**src/rtl/alu_hs_pkg.sv**
```systemverilog
// Shared definitions for the handshaked ALU: opcode map, flag bit positions
// and the controller state encoding.
package alu_hs_pkg;

  localparam logic [3:0] OP_ADD  = 4'h0;
  localparam logic [3:0] OP_SUB  = 4'h1;
  localparam logic [3:0] OP_MUL  = 4'h2;
  localparam logic [3:0] OP_SHL  = 4'h3;
  localparam logic [3:0] OP_SHR  = 4'h4;
  localparam logic [3:0] OP_INCA = 4'h5;
  localparam logic [3:0] OP_INCB = 4'h6;
  localparam logic [3:0] OP_DECA = 4'h7;
  localparam logic [3:0] OP_DECB = 4'h8;
  localparam logic [3:0] OP_EQ   = 4'h9;
  localparam logic [3:0] OP_GT   = 4'hA;
  localparam logic [3:0] OP_LT   = 4'hB;
  localparam logic [3:0] OP_OR   = 4'hC;
  localparam logic [3:0] OP_AND  = 4'hD;
  localparam logic [3:0] OP_XOR  = 4'hE;
  localparam logic [3:0] OP_PASS = 4'hF;

  localparam int FLAG_Z = 0;
  localparam int FLAG_C = 1;
  localparam int FLAG_V = 2;
  localparam int FLAG_N = 3;

  typedef enum logic {
    IDLE = 1'b0,
    BUSY = 1'b1
  } state_t;

endpackage

```
**src/rtl/alu_mul_seq.sv**
```systemverilog
// Radix-2 shift-add unsigned multiplier. The first partial product is taken
// on the start edge, so the product is ready STEPS-1 edges later.
module alu_mul_seq #(
  parameter int WIDTH = 8,
  parameter int STEPS = WIDTH
) (
  input  logic               CLK,
  input  logic               RESET_N,
  input  logic               start,
  input  logic               ack,
  input  logic [WIDTH-1:0]   a,
  input  logic [WIDTH-1:0]   b,
  output logic               done,
  output logic [2*WIDTH-1:0] prod
);

  localparam int CNT_W = $clog2(STEPS + 1);

  logic [CNT_W-1:0]   cnt_p0;
  logic               busy_p0;
  logic               done_p0;
  logic [2*WIDTH-1:0] mcand_p0;
  logic [2*WIDTH-1:0] acc_p0;
  logic [WIDTH-1:0]   mplier_p0;

  always_ff @(posedge CLK or negedge RESET_N) begin
    if (!RESET_N) begin
      cnt_p0  <= '0;
      busy_p0 <= 1'b0;
      done_p0 <= 1'b0;
    end else if (start) begin
      cnt_p0  <= CNT_W'(1);
      busy_p0 <= (STEPS > 1);
      done_p0 <= (STEPS == 1);
    end else if (busy_p0) begin
      cnt_p0 <= cnt_p0 + CNT_W'(1);
      if (cnt_p0 == CNT_W'(STEPS - 1)) begin
        busy_p0 <= 1'b0;
        done_p0 <= 1'b1;
      end
    end else if (done_p0 && ack) begin
      done_p0 <= 1'b0;
    end
  end

  // Datapath carries no reset; it is only observed once done is set.
  always_ff @(posedge CLK) begin
    if (start) begin
      acc_p0    <= b[0] ? {{WIDTH{1'b0}}, a} : '0;
      mcand_p0  <= {{(WIDTH-1){1'b0}}, a, 1'b0};
      mplier_p0 <= b >> 1;
    end else if (busy_p0) begin
      acc_p0    <= acc_p0 + (mplier_p0[0] ? mcand_p0 : '0);
      mcand_p0  <= mcand_p0 << 1;
      mplier_p0 <= mplier_p0 >> 1;
    end
  end

  assign done = done_p0;
  assign prod = acc_p0;

endmodule

```
**src/rtl/alu_hs.sv**
```systemverilog
// Handshaked ALU: single-cycle ops resolve combinationally into the output
// register; MUL is handed to the sequential multiplier while the FSM waits.
module alu_hs
  import alu_hs_pkg::*;
#(
  parameter int WIDTH = 8
) (
  input  logic             CLK,
  input  logic             RESET_N,
  input  logic [WIDTH-1:0] IN_A,
  input  logic [WIDTH-1:0] IN_B,
  input  logic [3:0]       ALU_OP_CODE,
  input  logic             IN_VALID,
  output logic             IN_READY,
  output logic [WIDTH-1:0] OUT_RESULT,
  output logic [WIDTH-1:0] OUT_HI,
  output logic [3:0]       OUT_FLAGS,
  output logic             OUT_VALID,
  input  logic             OUT_READY
);

  localparam int MUL_CYC = WIDTH;
  localparam logic [WIDTH-1:0] ONE = WIDTH'(1);

  // Returns {overflow, carry, sum}.
  function automatic logic [WIDTH+1:0] add_f(input logic [WIDTH-1:0] x, input logic [WIDTH-1:0] y);
    logic [WIDTH:0] s;
    logic           v;
    s = {1'b0, x} + {1'b0, y};
    v = (x[WIDTH-1] == y[WIDTH-1]) && (s[WIDTH-1] != x[WIDTH-1]);
    return {v, s};
  endfunction

  // Returns {overflow, borrow, difference}.
  function automatic logic [WIDTH+1:0] sub_f(input logic [WIDTH-1:0] x, input logic [WIDTH-1:0] y);
    logic [WIDTH:0] d;
    logic           v;
    d = {1'b0, x} - {1'b0, y};
    v = (x[WIDTH-1] != y[WIDTH-1]) && (d[WIDTH-1] != x[WIDTH-1]);
    return {v, d};
  endfunction

  state_t             state_p0, state_nx;
  logic               rdy_en_p0;
  logic               out_free, accept, is_mul;
  logic               mul_start, mul_done, load_alu, load_mul;
  logic [2*WIDTH-1:0] mul_prod;
  logic [WIDTH-1:0]   alu_res;
  logic               alu_c, alu_v;
  logic [3:0]         alu_flags, mul_flags;

  logic [WIDTH-1:0]   res_p1, hi_p1;
  logic [3:0]         flags_p1;
  logic               vld_p1;

  assign out_free  = !vld_p1 || OUT_READY;
  assign IN_READY  = rdy_en_p0 && (state_p0 == IDLE) && out_free;
  assign accept    = IN_VALID && IN_READY;
  assign is_mul    = (ALU_OP_CODE == OP_MUL);
  assign mul_start = accept && is_mul;
  assign load_alu  = accept && !is_mul;
  assign load_mul  = (state_p0 == BUSY) && mul_done && out_free;

  alu_mul_seq #(
    .WIDTH (WIDTH),
    .STEPS (MUL_CYC)
  ) u_mul (
    .CLK     (CLK),
    .RESET_N (RESET_N),
    .start   (mul_start),
    .ack     (load_mul),
    .a       (IN_A),
    .b       (IN_B),
    .done    (mul_done),
    .prod    (mul_prod)
  );

  always_comb begin
    alu_res = '0;
    alu_c   = 1'b0;
    alu_v   = 1'b0;
    case (ALU_OP_CODE)
      OP_ADD:  {alu_v, alu_c, alu_res} = add_f(IN_A, IN_B);
      OP_SUB:  {alu_v, alu_c, alu_res} = sub_f(IN_A, IN_B);
      OP_SHL:  begin alu_res = {IN_A[WIDTH-2:0], 1'b0}; alu_c = IN_A[WIDTH-1]; end
      OP_SHR:  begin alu_res = {1'b0, IN_A[WIDTH-1:1]}; alu_c = IN_A[0]; end
      OP_INCA: {alu_v, alu_c, alu_res} = add_f(IN_A, ONE);
      OP_INCB: {alu_v, alu_c, alu_res} = add_f(IN_B, ONE);
      OP_DECA: {alu_v, alu_c, alu_res} = sub_f(IN_A, ONE);
      OP_DECB: {alu_v, alu_c, alu_res} = sub_f(IN_B, ONE);
      OP_EQ:   alu_res = {{(WIDTH-1){1'b0}}, (IN_A == IN_B)};
      OP_GT:   alu_res = {{(WIDTH-1){1'b0}}, (IN_A > IN_B)};
      OP_LT:   alu_res = {{(WIDTH-1){1'b0}}, (IN_A < IN_B)};
      OP_OR:   alu_res = IN_A | IN_B;
      OP_AND:  alu_res = IN_A & IN_B;
      OP_XOR:  alu_res = IN_A ^ IN_B;
      OP_PASS: alu_res = IN_A;
      default: ;
    endcase
  end

  always_comb begin
    alu_flags         = '0;
    alu_flags[FLAG_Z] = (alu_res == '0);
    alu_flags[FLAG_C] = alu_c;
    alu_flags[FLAG_V] = alu_v;
    alu_flags[FLAG_N] = alu_res[WIDTH-1];
    mul_flags         = '0;
    mul_flags[FLAG_Z] = (mul_prod == '0);
    mul_flags[FLAG_N] = mul_prod[WIDTH-1];
  end

  always_comb begin
    state_nx = state_p0;
    case (state_p0)
      IDLE:    if (mul_start) state_nx = BUSY;
      BUSY:    if (load_mul)  state_nx = IDLE;
      default: state_nx = IDLE;
    endcase
  end

  always_ff @(posedge CLK or negedge RESET_N) begin
    if (!RESET_N) begin
      state_p0  <= IDLE;
      rdy_en_p0 <= 1'b0;
    end else begin
      state_p0  <= state_nx;
      rdy_en_p0 <= 1'b1;
    end
  end

  // Output register stage: one-cycle ops and multiplier completions land here.
  always_ff @(posedge CLK or negedge RESET_N) begin
    if (!RESET_N) begin
      res_p1   <= '0;
      hi_p1    <= '0;
      flags_p1 <= '0;
      vld_p1   <= 1'b0;
    end else if (load_alu) begin
      res_p1   <= alu_res;
      hi_p1    <= '0;
      flags_p1 <= alu_flags;
      vld_p1   <= 1'b1;
    end else if (load_mul) begin
      res_p1   <= mul_prod[WIDTH-1:0];
      hi_p1    <= mul_prod[2*WIDTH-1:WIDTH];
      flags_p1 <= mul_flags;
      vld_p1   <= 1'b1;
    end else if (OUT_READY) begin
      vld_p1   <= 1'b0;
    end
  end

  assign OUT_RESULT = res_p1;
  assign OUT_HI     = hi_p1;
  assign OUT_FLAGS  = flags_p1;
  assign OUT_VALID  = vld_p1;

endmodule
```
**config.mk**
```make
export PLATFORM = sky130hd
export DESIGN_NAME = alu_hs
export DESIGN_NICKNAME = d
export VERILOG_FILES = /design/src/rtl/alu_hs_pkg.sv /design/src/rtl/alu_mul_seq.sv /design/src/rtl/alu_hs.sv
export SDC_FILE = /design/constraint.sdc
export NUM_CORES = 1
export LEC_CHECK = 0
export ABC_AREA = 1
export BUFFER_PORTS_ARGS = -buffer_cell sky130_fd_sc_hd__buf_2
export CORE_UTILIZATION = 35
export DETAILED_ROUTE_END_ITERATION = 10
export PLACE_DENSITY = 0.54
export SYNTH_ARGS = -nofsm -noshare
export SYNTH_HDL_FRONTEND = slang
export SYNTH_SLANG_ARGS = --single-unit
```
**constraint.sdc**
```tcl
create_clock -name CLK -period 2.55 [get_ports CLK]
set_input_delay 0.51 -clock CLK [delete_from_list [all_inputs] [get_ports CLK]]
set_output_delay 0.51 -clock CLK [all_outputs]
set_load 0.05 [all_outputs]
```
==> out/summary.txt <==
Number of max-slew violations in the final report: 0
Worst slew pin tran: 0.6196 ns
Cell area after technology mapping: 5715 sq um
CTS root buffer: sky130_fd_sc_hd__clkbuf_16
Number of standard-cell rows in the floorplan: 46
Final critical-path share of the clock period: 90.69%
# nets final: 1,026
Final total negative setup slack: 0 ns
Fill cell count: 1,705
Number of antenna repair diodes: 0
Total track usage: 23.24%
Outcome: complete, no violations
Post-synthesis area per instance: 6.669 sq um
Worst setup slack after placement: 0.02514 ns
Setup repair after global routing missed its margin: no
Vias per inst: 5.105
Maximum Capacitance Violations: 0
Final-report hold violation count: 0
Sequential cell area: 1772 sq um
Internal: 3.194 mW
Headroom to the max-slew limit: 58.69%
Commonest register cell after synthesis: sky130_fd_sc_hd__edfxtp_1
Maximum fanout count along the critical path: 14
# port buffers: 45
Number of global-route vias before repair: 5,627
Count of distinct cell types in the synthesized netlist: 36
Lkg Pwr: 3.627 nW
Final hold slack: 0.1841 ns
CP Class: register to register
Final cell count without fillers: 1,172
Final standard cell utilization of the core: 43.32%
Share of total power in the clock network: 23.5%
Number of placed instances, taps included: 1,156
Antenna-violating nets left: 0
First-pass DRT Iterations: 5
Sink count of the clock tree: 66
Reg-to-Reg End: u_mul.prod[11]
Power density over the cells: 803.3 nW/um^2
Starting DRC count in detailed routing: 485
Net Switching: 2.335 mW
Class of the tightest hold or removal check: input port to asynchronous set/reset pin
Number of warnings issued by yosys: 0
Max stage delay on crit path: 0.40 ns
Source of the worst register-to-register timing path: u_mul.mplier_p0[0]
Most frequent standard cell in the layout excluding fill and tap cells: sky130_fd_sc_hd__nand2_1
Commonest non-fill, non-tap cells in the layout: 240 x sky130_fd_sc_hd__nand2_1, 114 x sky130_fd_sc_hd__inv_1, 100 x sky130_fd_sc_hd__nor2_1, 89 x sky130_fd_sc_hd__nand3_1, 60 x sky130_fd_sc_hd__buf_4
Clock Skews: 0.008043 ns
TritonCTS clock tree: built
Clock period minus final worst setup slack: 2.313 ns
Largest net degree at the start of global routing: 37
Routability congestion estimate from global placement: 0.9147
Share of the yosys chip area belonging to registers: 31.00%
Number of primary I/O pins: 46
Share of post-route cells with drive strength above 1: 13.60%
Number of synthesized flops with an enable pin: 31
Multi-input logic area: 3396 sq um
Source-to-sink clock delay at the later pin of the worst-skew pair: 0.34 ns
H-tree levels: 3
Sw Ratio: 42.23%
Final Instance Area: 6882 sq um
Initial antenna violation count: 0
Worst reg-to-reg setup slack: 0.24 ns
Ys async rst share: 42.42%
Setup violation total in the final timing report: 0
Register-to-Register Path Depth: 12
Critical-path cell with the highest stage delay: sky130_fd_sc_hd__fa_1
Synthesis-to-finish area growth: 20.40%
Post-CTS clock slew at the launch and capture registers of the worst setup and hold paths: 0.06 ns
Maximum clock insertion buffer count: 2
Area of the die: 16,850 sq um
Synth Register Bits: 66
DRC violation count after routing: 0
Clock buffer count from CTS: 9
Routed WL: 18,370 um
Total congestion overflow after global routing: 0
Fraction of power consumed by combinational cells: 43.9%
CP required: 2.64 ns
Chain of cells forming the critical path: buf_4 > nand2_1 > fa_1 > inv_1 > nand3_1 > nand2_1 > a21oi_1 > o21ai_2 > a21boi_1 > buf_4 > o21ai_0 > a21oi_1
Overall power consumption: 5.528 mW
Y dimension of the die: 129.8 um
Synthesized net count: 932
Part of the total power dissipated in sequential elements: 32.6%
Placeable core area: 15,890 sq um
Fmax: 432.4 MHz
Wire length per cell: 15.68 um
Placed cell area: 6565 sq um
Total number of vias: 5,983
Slack of the critical path: 0.2373 ns
Cell count after synthesis: 857
Kind of launch point of the worst setup path: register
Post-DP HPWL: 14,770 um
Capturing element type of the critical path: register
Initial core utilization: 35.98%
Post-CTS setup repair buffer count: 0
Endpoint arrival time on the critical path: 2.40 ns
First-pass GRT wire length: 29,640 um
Peak supply drop: 465.5 uV
Horizontal extent of the die: 129.8 um
[cells in the mapped netlist, drive strengths merged (2+ instances only)]
cell type  count  share of area [%]
nand4         18                2.0
a211oi         2               0.26
nor2         102                6.9
a21o           4               0.53
xor2           7                1.1
clkbuf         7               0.46
nand2        240                 16
or2            3               0.33
dfxtp          7                2.5
nand3b         2               0.26
o31ai          2               0.26
o22ai          7               0.77
a21boi         2               0.26
a22oi          8                1.1
fa             3                1.1
edfxtp        31                 16
nor4           4               0.44
inv          116                7.6
nand3         89                7.8
o21bai         2               0.26
dfrtp         28                 12
o21a           3               0.39
ha            48                 11
o21ai         49                4.3
buf           16                1.6
a21oi         38                3.3
nor3          14                1.2
[routing by layer]
layer  vias up  track usage (%)  wire length, um
li1       3009                -                -
met1      2746            32.10             8748
met2       210            36.71             8068
met3        18            5.453             1344
met4         0            5.130              213
met5         -                0                0
[power groups by stage]
stage	clock (mW)	sequential (mW)	combinational (mW)
final	1.30	1.80	2.43
after global routing	1.36	1.84	2.74
after CTS	1.32	1.80	2.42
after detailed placement	0	1.82	2.40
after global placement	0	1.81	2.38
after floorplan	0	2.09	1.38
[worst max path at each step]
stage                     depth (start not counted)        endpoint               start  slack, ns
final                                            12  u_mul.prod[11]  u_mul.mplier_p0[0]       0.24
after global routing                             12  u_mul.prod[11]  u_mul.mplier_p0[0]      0.004
after CTS                                        13  u_mul.prod[13]  u_mul.mplier_p0[0]       0.08
after detailed placement                         15    OUT_FLAGS[0]             IN_B[2]       0.03
after global placement                           15    OUT_FLAGS[0]             IN_B[2]       0.04
after floorplan                                  16  u_mul.prod[13]  u_mul.mplier_p0[0]       0.07
[cells by family (layout without fill, tap and decap cells)]
group                    count (synthesis)  after routing  synth area share (%)
AND/OR/NAND/NOR                        472            472                 34.65
buffers and inverters                  139            238                 9.654
AO/OA/AOI/OAI                          121            121                 12.00
flip-flops                              66             66                 31.00
adder cells (fa/ha/maj)                 51             51                 11.56
XOR/XNOR                                 7              7                 1.073
other                                    1              1               0.06561
[sequential cells by signal (all words and copies together) (netlist names)]
signal and cells:
u_mul.prod 16, u_mul.mcand_p0 15, OUT_HI 8, OUT_RESULT 8, u_mul.mplier_p0 7, u_mul.cnt_p0 4
OUT_FLAGS 3, OUT_VALID 1, rdy_en_p0 1, state_p0 1, u_mul.busy_p0 1, u_mul.done 1
[repair_timing]
item                       in CTS  in global routing
hold buffers                    0                  0
gates resized for setup         0                  3
setup endpoints to repair       0                  2
[worst max-delay path: cells and delay by family (launching register included)]
family	cells	cell delay [ns]
flip-flops	1	0.34
buffers and inverters	3	0.44
adder cells (fa/ha/maj)	1	0.40
AO/OA/AOI/OAI	5	0.58
AND/OR/NAND/NOR	3	0.30
[cell type report]
class | instances | area share [%]
well taps | 216 | 3.927
multi-input cells | 652 | 49.35
clock buffers | 11 | 3.691
inverters | 116 | 6.327
repair buffers | 106 | 10.11
flip-flops and latches | 66 | 25.75
clock inverters | 5 | 0.8545
No activity file was read; power rests on OpenSTA's default activity.
